**config.mk**
```make
export PLATFORM = sky130hd
export DESIGN_NAME = impact_sram_ctrl
export DESIGN_NICKNAME = d
export VERILOG_FILES = /design/src/rtl/impact_pkg.sv /design/src/rtl/impact_strobe_sync.sv /design/src/rtl/impact_sram_ctrl.sv
export SDC_FILE = /design/constraint.sdc
export NUM_CORES = 1
export LEC_CHECK = 0
export ABC_CLOCK_PERIOD_IN_PS = 2100
export CAP_MARGIN = 20
export CELL_PAD_IN_SITES_DETAIL_PLACEMENT = 1
export CELL_PAD_IN_SITES_GLOBAL_PLACEMENT = 2
export CORE_UTILIZATION = 18
export CTS_CLUSTER_SIZE = 8
export DETAILED_ROUTE_END_ITERATION = 12
export PLACE_DENSITY = 0.75
export REMOVE_ABC_BUFFERS = 1
export SKIP_LAST_GASP = 1
export SLEW_MARGIN = 25
export SYNTH_ARGS = -nofsm -noshare
export SYNTH_HDL_FRONTEND = slang
export SYNTH_SLANG_ARGS = --single-unit
```
**constraint.sdc**
```tcl
create_clock -name clk -period 2.1 [get_ports clk]
set_input_delay 0.42 -clock clk [delete_from_list [all_inputs] [get_ports clk]]
set_output_delay 0.42 -clock clk [all_outputs]
set_load 0.05 [all_outputs]
```
**src/rtl/impact_pkg.sv**
```systemverilog
// Shared types and width helpers for the IMPACT SRAM controller.
package impact_pkg;

  localparam int MAX_TRUNC = 8;

  typedef enum logic [2:0] {
    IDLE,
    WR,
    RD_ISSUE,
    RD_WAIT,
    RD_CAP
  } state_e;

  // Select widths never collapse to zero bits, even for single-entry configurations.
  function automatic int bs_w(input int num_banks);
    return (num_banks > 1) ? $clog2(num_banks) : 1;
  endfunction

  function automatic int ys_w(input int bytes_per_word);
    return (bytes_per_word > 1) ? $clog2(bytes_per_word) : 1;
  endfunction

endpackage

```
**src/rtl/impact_strobe_sync.sv**
```systemverilog
// Synchronises an asynchronous GPIO strobe level and flags its rising edge.
module impact_strobe_sync #(
  parameter int SYNC_STAGES = 2
) (
  input  logic clk,
  input  logic rst,
  input  logic strobe,
  output logic rise
);

  logic [SYNC_STAGES-1:0] sync_q;
  logic                   last_q;

  always_ff @(posedge clk or posedge rst) begin
    if (rst) begin
      sync_q <= '0;
      last_q <= 1'b0;
    end else begin
      sync_q <= {sync_q[SYNC_STAGES-2:0], strobe};
      last_q <= sync_q[SYNC_STAGES-1];
    end
  end

  // One-cycle pulse on the first synchronised high sample.
  assign rise = sync_q[SYNC_STAGES-1] & ~last_q;

endmodule

```
**src/rtl/impact_sram_ctrl.sv**
```systemverilog
// Byte-serial GPIO command port driving NUM_BANKS SRAM macros.
// Handshake: a command is the synchronised rising edge of write_en/read_en seen in IDLE; busy marks the FSM away from IDLE and data_valid pulses for the single cycle data_out carries fresh read data.
module impact_sram_ctrl
  import impact_pkg::*;
#(
  parameter  int NUM_BANKS      = 4,
  parameter  int WORD_ADDR_W    = 10,
  parameter  int BYTES_PER_WORD = 4,
  parameter  int RD_LATENCY     = 1,
  parameter  int SYNC_STAGES    = 2,
  localparam int BS_W           = bs_w(NUM_BANKS),
  localparam int YS_W           = ys_w(BYTES_PER_WORD),
  localparam int WORD_W         = 8 * BYTES_PER_WORD
) (
  input  logic                            clk,
  input  logic                            rst,
  input  logic [7:0]                      data_in,
  output logic [7:0]                      data_out,
  input  logic [WORD_ADDR_W-1:0]          word_sel,
  input  logic [BS_W-1:0]                 bank_sel,
  input  logic [YS_W-1:0]                 byte_sel,
  input  logic                            write_en,
  input  logic                            read_en,
  input  logic [3:0]                      trunc_sel,
  output logic                            busy,
  output logic                            data_valid,
  output logic                            cmd_drop,
  output logic [NUM_BANKS-1:0]            sram_csb,
  output logic                            sram_web,
  output logic [BYTES_PER_WORD-1:0]       sram_wmask,
  output logic [WORD_ADDR_W-1:0]          sram_addr,
  output logic [WORD_W-1:0]               sram_din,
  input  logic [NUM_BANKS*WORD_W-1:0]     sram_dout
);

  state_e          state_q, state_d;
  logic [2:0]      wait_cnt_q, wait_cnt_d;
  logic            wr_rise, rd_rise;
  logic            idle, bank_ok, wr_go, rd_go, drop_evt;
  logic [BS_W-1:0] bank_q;
  logic [YS_W-1:0] byte_q;
  logic [3:0]      trunc_q, trunc_eff;
  logic [7:0]      data_q, lane, keep_mask, rd_byte;
  logic [WORD_W-1:0] bank_word;

  impact_strobe_sync #(.SYNC_STAGES(SYNC_STAGES)) u_wr_sync (
    .clk    (clk),
    .rst    (rst),
    .strobe (write_en),
    .rise   (wr_rise)
  );

  impact_strobe_sync #(.SYNC_STAGES(SYNC_STAGES)) u_rd_sync (
    .clk    (clk),
    .rst    (rst),
    .strobe (read_en),
    .rise   (rd_rise)
  );

  // A write wins a simultaneous read; anything not accepted is recorded as dropped.
  assign idle     = (state_q == IDLE);
  assign bank_ok  = (int'(bank_sel) < NUM_BANKS);
  assign wr_go    = idle && wr_rise && bank_ok;
  assign rd_go    = idle && rd_rise && !wr_rise && bank_ok;
  assign drop_evt = (!idle && (wr_rise || rd_rise)) ||
                    (idle && wr_rise && rd_rise) ||
                    (idle && (wr_rise || rd_rise) && !bank_ok);

  always_ff @(posedge clk or posedge rst) begin
    if (rst) begin
      state_q    <= IDLE;
      wait_cnt_q <= '0;
    end else begin
      state_q    <= state_d;
      wait_cnt_q <= wait_cnt_d;
    end
  end

  always_comb begin
    state_d    = state_q;
    wait_cnt_d = wait_cnt_q;
    case (state_q)
      IDLE: begin
        if (wr_go) begin
          state_d = WR;
        end else if (rd_go) begin
          state_d = RD_ISSUE;
        end
      end
      WR: state_d = IDLE;
      RD_ISSUE: begin
        wait_cnt_d = '0;
        state_d    = (RD_LATENCY == 1) ? RD_CAP : RD_WAIT;
      end
      RD_WAIT: begin
        if (wait_cnt_q == 3'(RD_LATENCY - 2)) begin
          state_d = RD_CAP;
        end else begin
          wait_cnt_d = wait_cnt_q + 3'd1;
        end
      end
      RD_CAP:  state_d = IDLE;
      default: state_d = IDLE;
    endcase
  end

  always_comb begin
    sram_csb   = '1;
    sram_web   = 1'b1;
    sram_wmask = '0;
    case (state_q)
      WR: begin
        sram_csb[bank_q]   = 1'b0;
        sram_web           = 1'b0;
        sram_wmask[byte_q] = 1'b1;
      end
      RD_ISSUE: sram_csb[bank_q] = 1'b0;
      default: ;
    endcase
  end

  always_ff @(posedge clk or posedge rst) begin
    if (rst) begin
      bank_q    <= '0;
      byte_q    <= '0;
      trunc_q   <= '0;
      sram_addr <= '0;
      sram_din  <= '0;
      data_q    <= '0;
      cmd_drop  <= 1'b0;
    end else begin
      if (wr_go || rd_go) begin
        bank_q    <= bank_sel;
        byte_q    <= byte_sel;
        trunc_q   <= trunc_sel;
        sram_addr <= word_sel;
      end
      if (wr_go) begin
        sram_din <= {BYTES_PER_WORD{data_in}};
      end
      if (state_q == RD_CAP) begin
        data_q <= rd_byte;
      end
      if (drop_evt) begin
        cmd_drop <= 1'b1;
      end
    end
  end

  // Lane select and LSB truncation; shift counts above MAX_TRUNC clear the whole byte.
  always_comb begin
    bank_word = sram_dout[int'(bank_q)*WORD_W +: WORD_W];
    lane      = bank_word[int'(byte_q)*8 +: 8];
    trunc_eff = (trunc_q > 4'(MAX_TRUNC)) ? 4'(MAX_TRUNC) : trunc_q;
    keep_mask = 8'hFF << trunc_eff;
    rd_byte   = lane & keep_mask;
  end

  // The fresh byte is passed through during RD_CAP so it lines up with data_valid; the register then holds it.
  assign data_out   = (state_q == RD_CAP) ? rd_byte : data_q;
  assign data_valid = (state_q == RD_CAP);
  assign busy       = !idle;

endmodule

```
-- Word level (Yosys, flattened, before mapping)
Cells that the tools add are included.
- output and inout bits: 62
- bits of input ports: 158
- word-level logic and storage cells: 68
- flip-flop bits (word level): 71
- order comparisons: 5
- shift-type cells: 3
- equality and inequality tests: 8
- muxes and demuxes: 15
- add/sub/neg operators: 1
- reduce and logical (&&, ||, !) cells: 17
- bitwise operators: 6
- operators by type and width (kind ; number):
    $shiftx 128x8->32 ; 1
    $shiftx 32x6->8 ; 1
    $mux 3 ; 4
    $mux 4 ; 3
    $pmux 3 s3 ; 1
    $and 8x8->8 ; 1
    $mux 8 ; 1
    $shl 8x4->8 const A ; 1
    $logic_and 1x1->1 ; 7
    $eq 3x2->1 const B ; 2
    $eq 3x3->1 const B ; 2
    $lt 2x3->1 const B ; 2
    $pmux 3 s2 ; 1
    $demux 1 s2 ; 2
    $ge 2x1->1 const B ; 2
    $gt 4x4->1 const B ; 1
    $ne 2x2->1 const B ; 2
    $not 4->4 ; 1
    $reduce_and 2->1 ; 2
    $add 3x1->3 const B ; 1
    $eq 3x1->1 const B ; 1
    $logic_not 3->1 ; 1
    $logic_or 1x1->1 ; 3
    $mux 1 ; 3
    other kinds (6) ; 9

-- Logic depth before layout (Yosys ltp)
- depth in word-level cells: 7
- depth in mapped cells: 7
- gate-level depth less buffers: 5

-- Hierarchy
A second synthesis with hierarchy kept.
- cells, all modules: 278
- area total of the unflattened synthesis: 3185.6 um^2
- modules (own cells, without submodules) (module ; times used ; area each (um^2) ; cells each ; seq. area each (um^2)):
    impact_sram_ctrl ; 1 ; 3000.4 ; 268 ; 1026.0
    impact_strobe_sync ; 2 ; 92.6 ; 5 ; 75.1

-- Least setup slack after synthesis
No wires, ideal clock.
- path type: reg-to-output
- from: register state_q[2]
- to: output port sram_wmask[1]
- setup slack: -802 ps
- cell stages (with the launch flop): 4
- required time: 1680 ps
- arrival time: 2482 ps
- path through: dfrtp_1 > or3b_2 > clkbuf_1 > nor3b_1
- longest elaborated chain between the ends: 2
- RTL lines (item ; line ; RTL):
    from (decl) ; impact_sram_ctrl.sv:36 ; state_e state_q, state_d;
    from (signal assigned) ; impact_sram_ctrl.sv:74 ; state_q <= state_d;
    $eq 3x1->1 ; impact_sram_ctrl.sv:111 ; case (state_q)
    $mux 4 ; impact_sram_ctrl.sv:111 ;
    to (decl) ; impact_sram_ctrl.sv:30 ; output logic [BYTES_PER_WORD-1:0] sram_wmask,
No other way between the ends.

-- Worst setup path in the final report
- from: register bank_q[0]
- to: output port data_out[1]
- longest elaborated chain between the ends: 4
- RTL lines (item ; line ; RTL):
    from (decl) ; impact_sram_ctrl.sv:40 ; logic [BS_W-1:0] bank_q;
    from (signal assigned) ; impact_sram_ctrl.sv:133 ; bank_q <= bank_sel;
    $shiftx 128x8->32 ; impact_sram_ctrl.sv:152 ; bank_word = sram_dout[int'(bank_q)*WORD_W +: WORD_W];
    $shiftx 32x6->8 ; impact_sram_ctrl.sv:153 ; lane = bank_word[int'(byte_q)*8 +: 8];
    $and 8x8->8 ; impact_sram_ctrl.sv:156 ; rd_byte = lane & keep_mask;
    $mux 8 ; impact_sram_ctrl.sv:160 ; assign data_out = (state_q == RD_CAP) ? rd_byte : data_q;
    to (decl) ; impact_sram_ctrl.sv:18 ; output logic [7:0] data_out,
No other way between the ends.

==> impl_metrics.ini <==
[outcome]
status = finished, violations left
violations = negative setup slack

[logic_synthesis]
synthFlopType = dfrtp_1
yosysUniqueCellTypes = 48
netlist_area_um2 = 3190
syn_inst = 276
synth_seq_cells = 47
syn_area_per_cell_um2 = 11.6
async_reset_ff_share_pct = 100
synth_edf_count = 0
seq_area_frac_synth_pct = 36.9
yosys.area.top_type = dfrtp_1
post-synth-top-area-fraction_pct = 36.9
yosys_warnings = 0
synthTopCellsByArea = dfrtp_1, mux4_2, mux2_2

[layout]
drive_above_1_share_pct = 31.6
nFillCells = 1893
fin_cells = 747
final_cell_mix = clkdlybuf4s50_1, buf_4, dfrtp_1
area_growth_pct = 101
nets = 681
final_common_cell = clkdlybuf4s50_1
multi_input_area_um2 = 1830
regArea_um2 = 1180
diodes = 0
final_util_pct = 37.0

[place]
dp_worst_setup_slack_ps = -556
routabilityCongestion = 0.782
hpwl_mm = 10.4
placed_cells = 721
io_buffers = 219

[setup_path]
critPathMaxStageDelay_ps = 490
cp.required_ps = 1680
crit_path_end_kind = output pin
critPathTopFamily = multiplexers
path_common_cell = buf_12
critPathLaunchType = flop
slowest_stage = mux4_2
crit_buf_inv = 2
crit_path_cell_trace = buf_12 -> mux4_2 -> mux2_4 -> a22oi_2 -> o41ai_4 -> buf_12
critPathMaxFanout = 4
path_class = flop to output pin
arrival_ps = 2190

[clock_network]
clk_pin_slew_ps = 70
root_buffer = clkbuf_16
cts_sinks = 47
clk_latency_ps = 290
cts_buffers = 5
clockBufferDepth = 2
cts_tree = done
cts_hold_buf = 0
htreeDepth = 2

[global_route]
grt_pass1_vias = 3655
grt_max_degree = 46
grt_pass1_wl_mm = 20.2
grt_overflow = 0
track_usage_pct = 14.6
grt_antenna_before_repair = 2

[worst_hold_path]
hp-class = input port to asynchronous set/reset pin

[timing]
fmax_mhz = 384
worst_pin_slew_ps = 521
maxSlewHeadroom_pct = 65.1
setup_viol = 10
worst_hold_slack_ps = 314
post-route-min-period_ps = 2610
fin_skew_ps = 3.62
fin_ws_ps = -506
hold_viol_final = 0
rsz0062_at_grt = true
slew_violations = 0
fin_crit_sh_pct = 124

[routing]
antenna_left = 0
routed_wl_mm = 13.3
dr.pass1.iters = 4
viasPerCell = 4.36
vias = 3256
wl_per_cell_um = 17.8
drtIter0Drc = 108
drc = 0

[floorplan]
num_rows = 48
core_region_area_um2 = 17300
io-pin-count = 220
die_y_um = 135
die_area_um2 = 18200
start_util_pct = 18.4
die_x_um = 135

[power_and_ir_drop]
p_per_area_nw_per_um2 = 1090
p_leak_nw = 2.63
irDropWorstVdd_mv = 0.721
report.power.total_mw = 6.94

[flow_run]
maxCapViolCount = 0
## area by class of cell
type / instances / area share, %
flip-flops and latches: 47 / 18.4
inverters: 3 / 0.176
clock buffers: 6 / 2.02
well taps: 225 / 4.40
repair buffers: 280 / 45.4
clock inverters: 2 / 0.939
multi-input cells: 184 / 28.6
## path summary, 6_finish.rpt
| kind | from | to | slack, ps | depth (start not counted) |
|---|---|---|---|---|
| min in group clk | u_rd_sync.sync_q[0] | u_rd_sync.sync_q[1] | 350 | 0 |
| worst min register to register | u_rd_sync.sync_q[0] | u_rd_sync.sync_q[1] | 350 | 0 |
| worst max register to register | bank_q[0] | data_q[0] | 10 | 10 |
| max in group asynchronous | rst | bank_q[0] | 1330 | 3 |
| worst min-delay path | rst | sram_addr[7] | 310 | 2 |
| worst max-delay path | bank_q[0] | data_out[1] | -510 | 6 |
## state kept, by name, indices dropped and copies added, names as in the netlist
register	flops
bank_q	2
byte_q	2
cmd_drop	1
data_q	8
sram_addr	10
sram_din	8
state_q	3
trunc_q	4
u_rd_sync.last_q	1
u_rd_sync.sync_q	2
u_wr_sync.last_q	1
u_wr_sync.sync_q	2
wait_cnt_q	3
## kinds of logic (layout without fill, tap and decap cells)
| kind of cell | after synthesis | count (layout) | synth area share (%) |
|---|---|---|---|
| and+or+nand+nor | 70 | 70 | 12.0 |
| xor gates and xnor gates | 1 | 1 | 0.275 |
| muxes | 74 | 74 | 31.2 |
| buffers and inverters | 45 | 291 | 9.58 |
| AOI/OAI and AO/OA | 37 | 37 | 9.30 |
| DFF | 47 | 47 | 36.9 |
| adders and majority gates | 2 | 2 | 0.785 |
## routing by layer
| metal | vias to the layer above | global-route usage (%) | routed length, um |
|---|---|---|---|
| met4 | 4 | 3.62 | 199 |
| met2 | 135 | 26.2 | 6670 |
| li1 | 1506 | - | - |
| met5 | - | 0 | 25 |
| met3 | 15 | 4.65 | 1150 |
| met1 | 1596 | 16.5 | 5280 |
## what timing repair did
item                                    CTS  global route
buffers inserted                         17             1
cloned                                    2             0
gates resized for setup                  41            14
endpoints found under the hold margin     0             0
endpoints found under the setup margin   13            16
pin swaps                                22             5
## metrics by stage
stage / TNS [ps] / area [um^2]
2_1_floorplan: -23090 / 2890
3_3_place_gp: -2470 / 5830
3_5_place_dp: -2630 / 5830
4_1_cts: -3890 / 6360
5_1_grt: -4670 / 6390
6_report: -3710 / 6390
## power breakdown
group          internal, mW  switching, mW  total, mW  leakage [nW]
sequential             1.14          0.199       1.34         0.570
clock                 0.683          0.352       1.03        0.0911
combinational          2.15           2.42       4.57          1.97
total                  3.97           2.97       6.94          2.63
## cells in the mapped netlist, types with 2 or more instances
master and number:
nor3_1 3, nand2b_1 5, o32a_1 2, nand4_1 4
a32oi_1 3, ha_1 2, nand3b_1 4, buf_2 10
nand4b_1 2, dfrtp_1 47, a21o_1 2, a21oi_1 4
mux4_1 2, o22ai_1 2, mux4_2 15, clkbuf_1 4
o21ai_0 3, buf_6 3, a22o_1 4, nor3b_1 3
nor2_1 11, buf_4 24, nand2_1 16, a22oi_1 8
mux2_2 27, nand3_1 8, mux2i_1 30, nor2b_1 6
inv_1 3
Power figures use the tool's default switching activity.
==> variant: new RTL, same settings <==
Encoding of `state_e`: now one-hot (5 bits for 5 states).
--- a/src/rtl/impact_pkg.sv
+++ b/src/rtl/impact_pkg.sv
@@ -4,10 +4,10 @@
   localparam int MAX_TRUNC = 8;
 
-  typedef enum logic [2:0] {
-    IDLE,
-    WR,
-    RD_ISSUE,
-    RD_WAIT,
-    RD_CAP
+  typedef enum logic [4:0] {
+    IDLE     = 5'b00001,
+    WR       = 5'b00010,
+    RD_ISSUE = 5'b00100,
+    RD_WAIT  = 5'b01000,
+    RD_CAP   = 5'b10000
   } state_e;
 
Formal check against the unedited RTL: no difference found for any inputs over 10 cycles, from zero or initial values and one cycle with rst high; not proved beyond that.
==> variant against the unedited design <==
The flow still finishes with violations (negative setup slack). Area after synthesis fell by 5.2%. Critical path depth shrank 1. Routed wire length decreased by 0.50%. Hold slack improved by 43 ps. Power decreased by 4.0%. Final area decreased by 3.5%. Sequential cell count is 2 lower. Worst setup slack lost 43 ps. Critical path type unchanged. Largest cell class unchanged. Highest routed layer is now met4.
==> variant: results (changes against the unedited design) <==
placement:
  place.gp.congestion: 0.8550  # +9.4%
  dpl.hpwl_um: 10830  # +3.7%
  dpl_cell_area_um2: 5692  # -2.4%
global_routing:
  grt_use_total_pct: 15.38  # +0.80 points
  grt_pass1_vias: 3685  # +0.82%
  grt_pass1_wl_um: 20760  # +2.9%
  antenna_found_initial: 0  # -2
  grt_max_degree: 30  # -35%
critical_path:
  r2r_end: "data_q[5]$_DFF_PP0_"
  arrival_ps: 2230  # +40 ps
  cp_max_fo: 6  # +2
  rrSetupSlack_ps: 50  # +40 ps
  r2r_cells: 8  # -2
synthesis:
  synthTopCellsByCount: "dfrtp_1 (44), mux2i_1 (33), buf_4 (26)"
  yosys-top-cells-area: "dfrtp_1 (36%), mux2i_1 (11%), mux4_2 (10%)"
  synthCells: 257  # -6.9%
  ys_types: 45  # -6.3%
  synth_flop_cell: "dfrtp_1"
  yosys.area.top_type_share_pct: 36.42  # -0.47 points
  yosysSeqAreaShare_pct: 37.29  # +0.40 points
  yosysWarnings: 0  # unchanged
  synthArstFlopShare_pct: 100.0  # unchanged
timing:
  fin_setup_tns_ps: -3758  # -49.76 ps
  slew_headroom_pct: 64.60  # -0.53 points
  fin_ws_ps: -549.2  # -42.87 ps
  finalClockSkew_ps: 8.514  # +4.891 ps
  finalSetupViolations: 9  # -1
outcome:
  violations: "negative setup slack"
  outcome: "finished with violations"
power:
  power_w: 0.006662  # -4.0%
  comb_power_w: 0.00454
  p_leak_nw: 2.525  # -3.9%
  p_sw_w: 0.002986  # +0.70%
  ir_drop_uv: 773.6  # +7.4%
  p_clk_share_pct: 11.7  # -3.2 points
finish:
  top_regs: "sram_addr x10, data_q x8, sram_din x8"
  drive_gt1_share_pct: 31.39  # -0.22 points
  fin_nets: 654  # -4.0%
  diodes: 0  # unchanged
  fill_cells: 1785  # -5.7%
drt:
  first_iter_violations: 32  # -70%
  wire_per_inst_um: 18.49  # +3.7%
  first_pass_iters: 4  # unchanged
  vias: 3075  # -5.6%
  route.detailed.drc: 0  # unchanged
cts:
  ctsRootBufferMaster: "clkbuf_16"
  clk_pin_slew_ps: 70  # about the same
  ctsHtreeMaxLevel: 2  # unchanged
  cts_inserted_buffers: 5  # unchanged
  cts_buffer_depth: 2  # unchanged
hold_path:
  hold_end: "u_rd_sync.sync_q[1]$_DFF_PP0_"
  holdCritPathClass: "register to register"
  hp-start: "u_rd_sync.sync_q[0]$_DFF_PP0_"
  whs_path_depth: 0
variant: changes by cell type in the layout (fill, tap and decap cells not counted), sizes merged, moves of 4 or more:
cell and change:
a221o +5, a22oi -4, clkinv +4, buf -6
variant: critical path, stage by stage (launching register included):
cell and delay (ps):
dfrtp_2 420, buf_12 150, mux4_2 510, mux4_2 470, a22o_1 240, buf_6 160
variant: kinds of logic after synthesis:
group	share of synthesized area, %
compound gates	8.858
buf+inv	10.31
simple gates	9.603
flops	37.29
xor+xnor	0.2898
mux	33.65
variant: cell type report:
cell class,instances,area (um2),area share [%]
multi-input cells,164,1707,27.67
clock buffers,5,125.1,2.028
flip-flops and latches,45,1131,18.34
repair buffers,273,2887,46.80
clock inverters,3,17.52,0.2840
inverters,7,26.28,0.4260
well taps,220,275.3,4.462
variant: stage by stage:
stage / setup WS [ps] / utilization [%] / hold slack, ps / std cells
after CTS: -613.0 / 37.05 / 362.4 / 714
after detailed placement: -555.1 / 34.57 / 346.2 / 696
after global routing: -622.0 / 37.46 / 365.0 / 717
final: -549.2 / 37.46 / 356.4 / 717
after floorplan: -1646 / - / 331.2 / 216
after global placement: -494.4 / 34.57 / 332.4 / 696
variant: metal layers:
metal | wire length, um | track usage [%]
met3 | 952 | 4.514
met1 | 4969 | 16.32
met4 | 280 | 4.005
met5 | 0 | 0
met2 | 7054 | 29.22
variant: what timing repair did:
action,in CTS,in global routing
buffers inserted,8,6
endpoints found under the setup margin,13,16
cloned,2,0
gates resized for setup,37,23
pin swaps,10,11
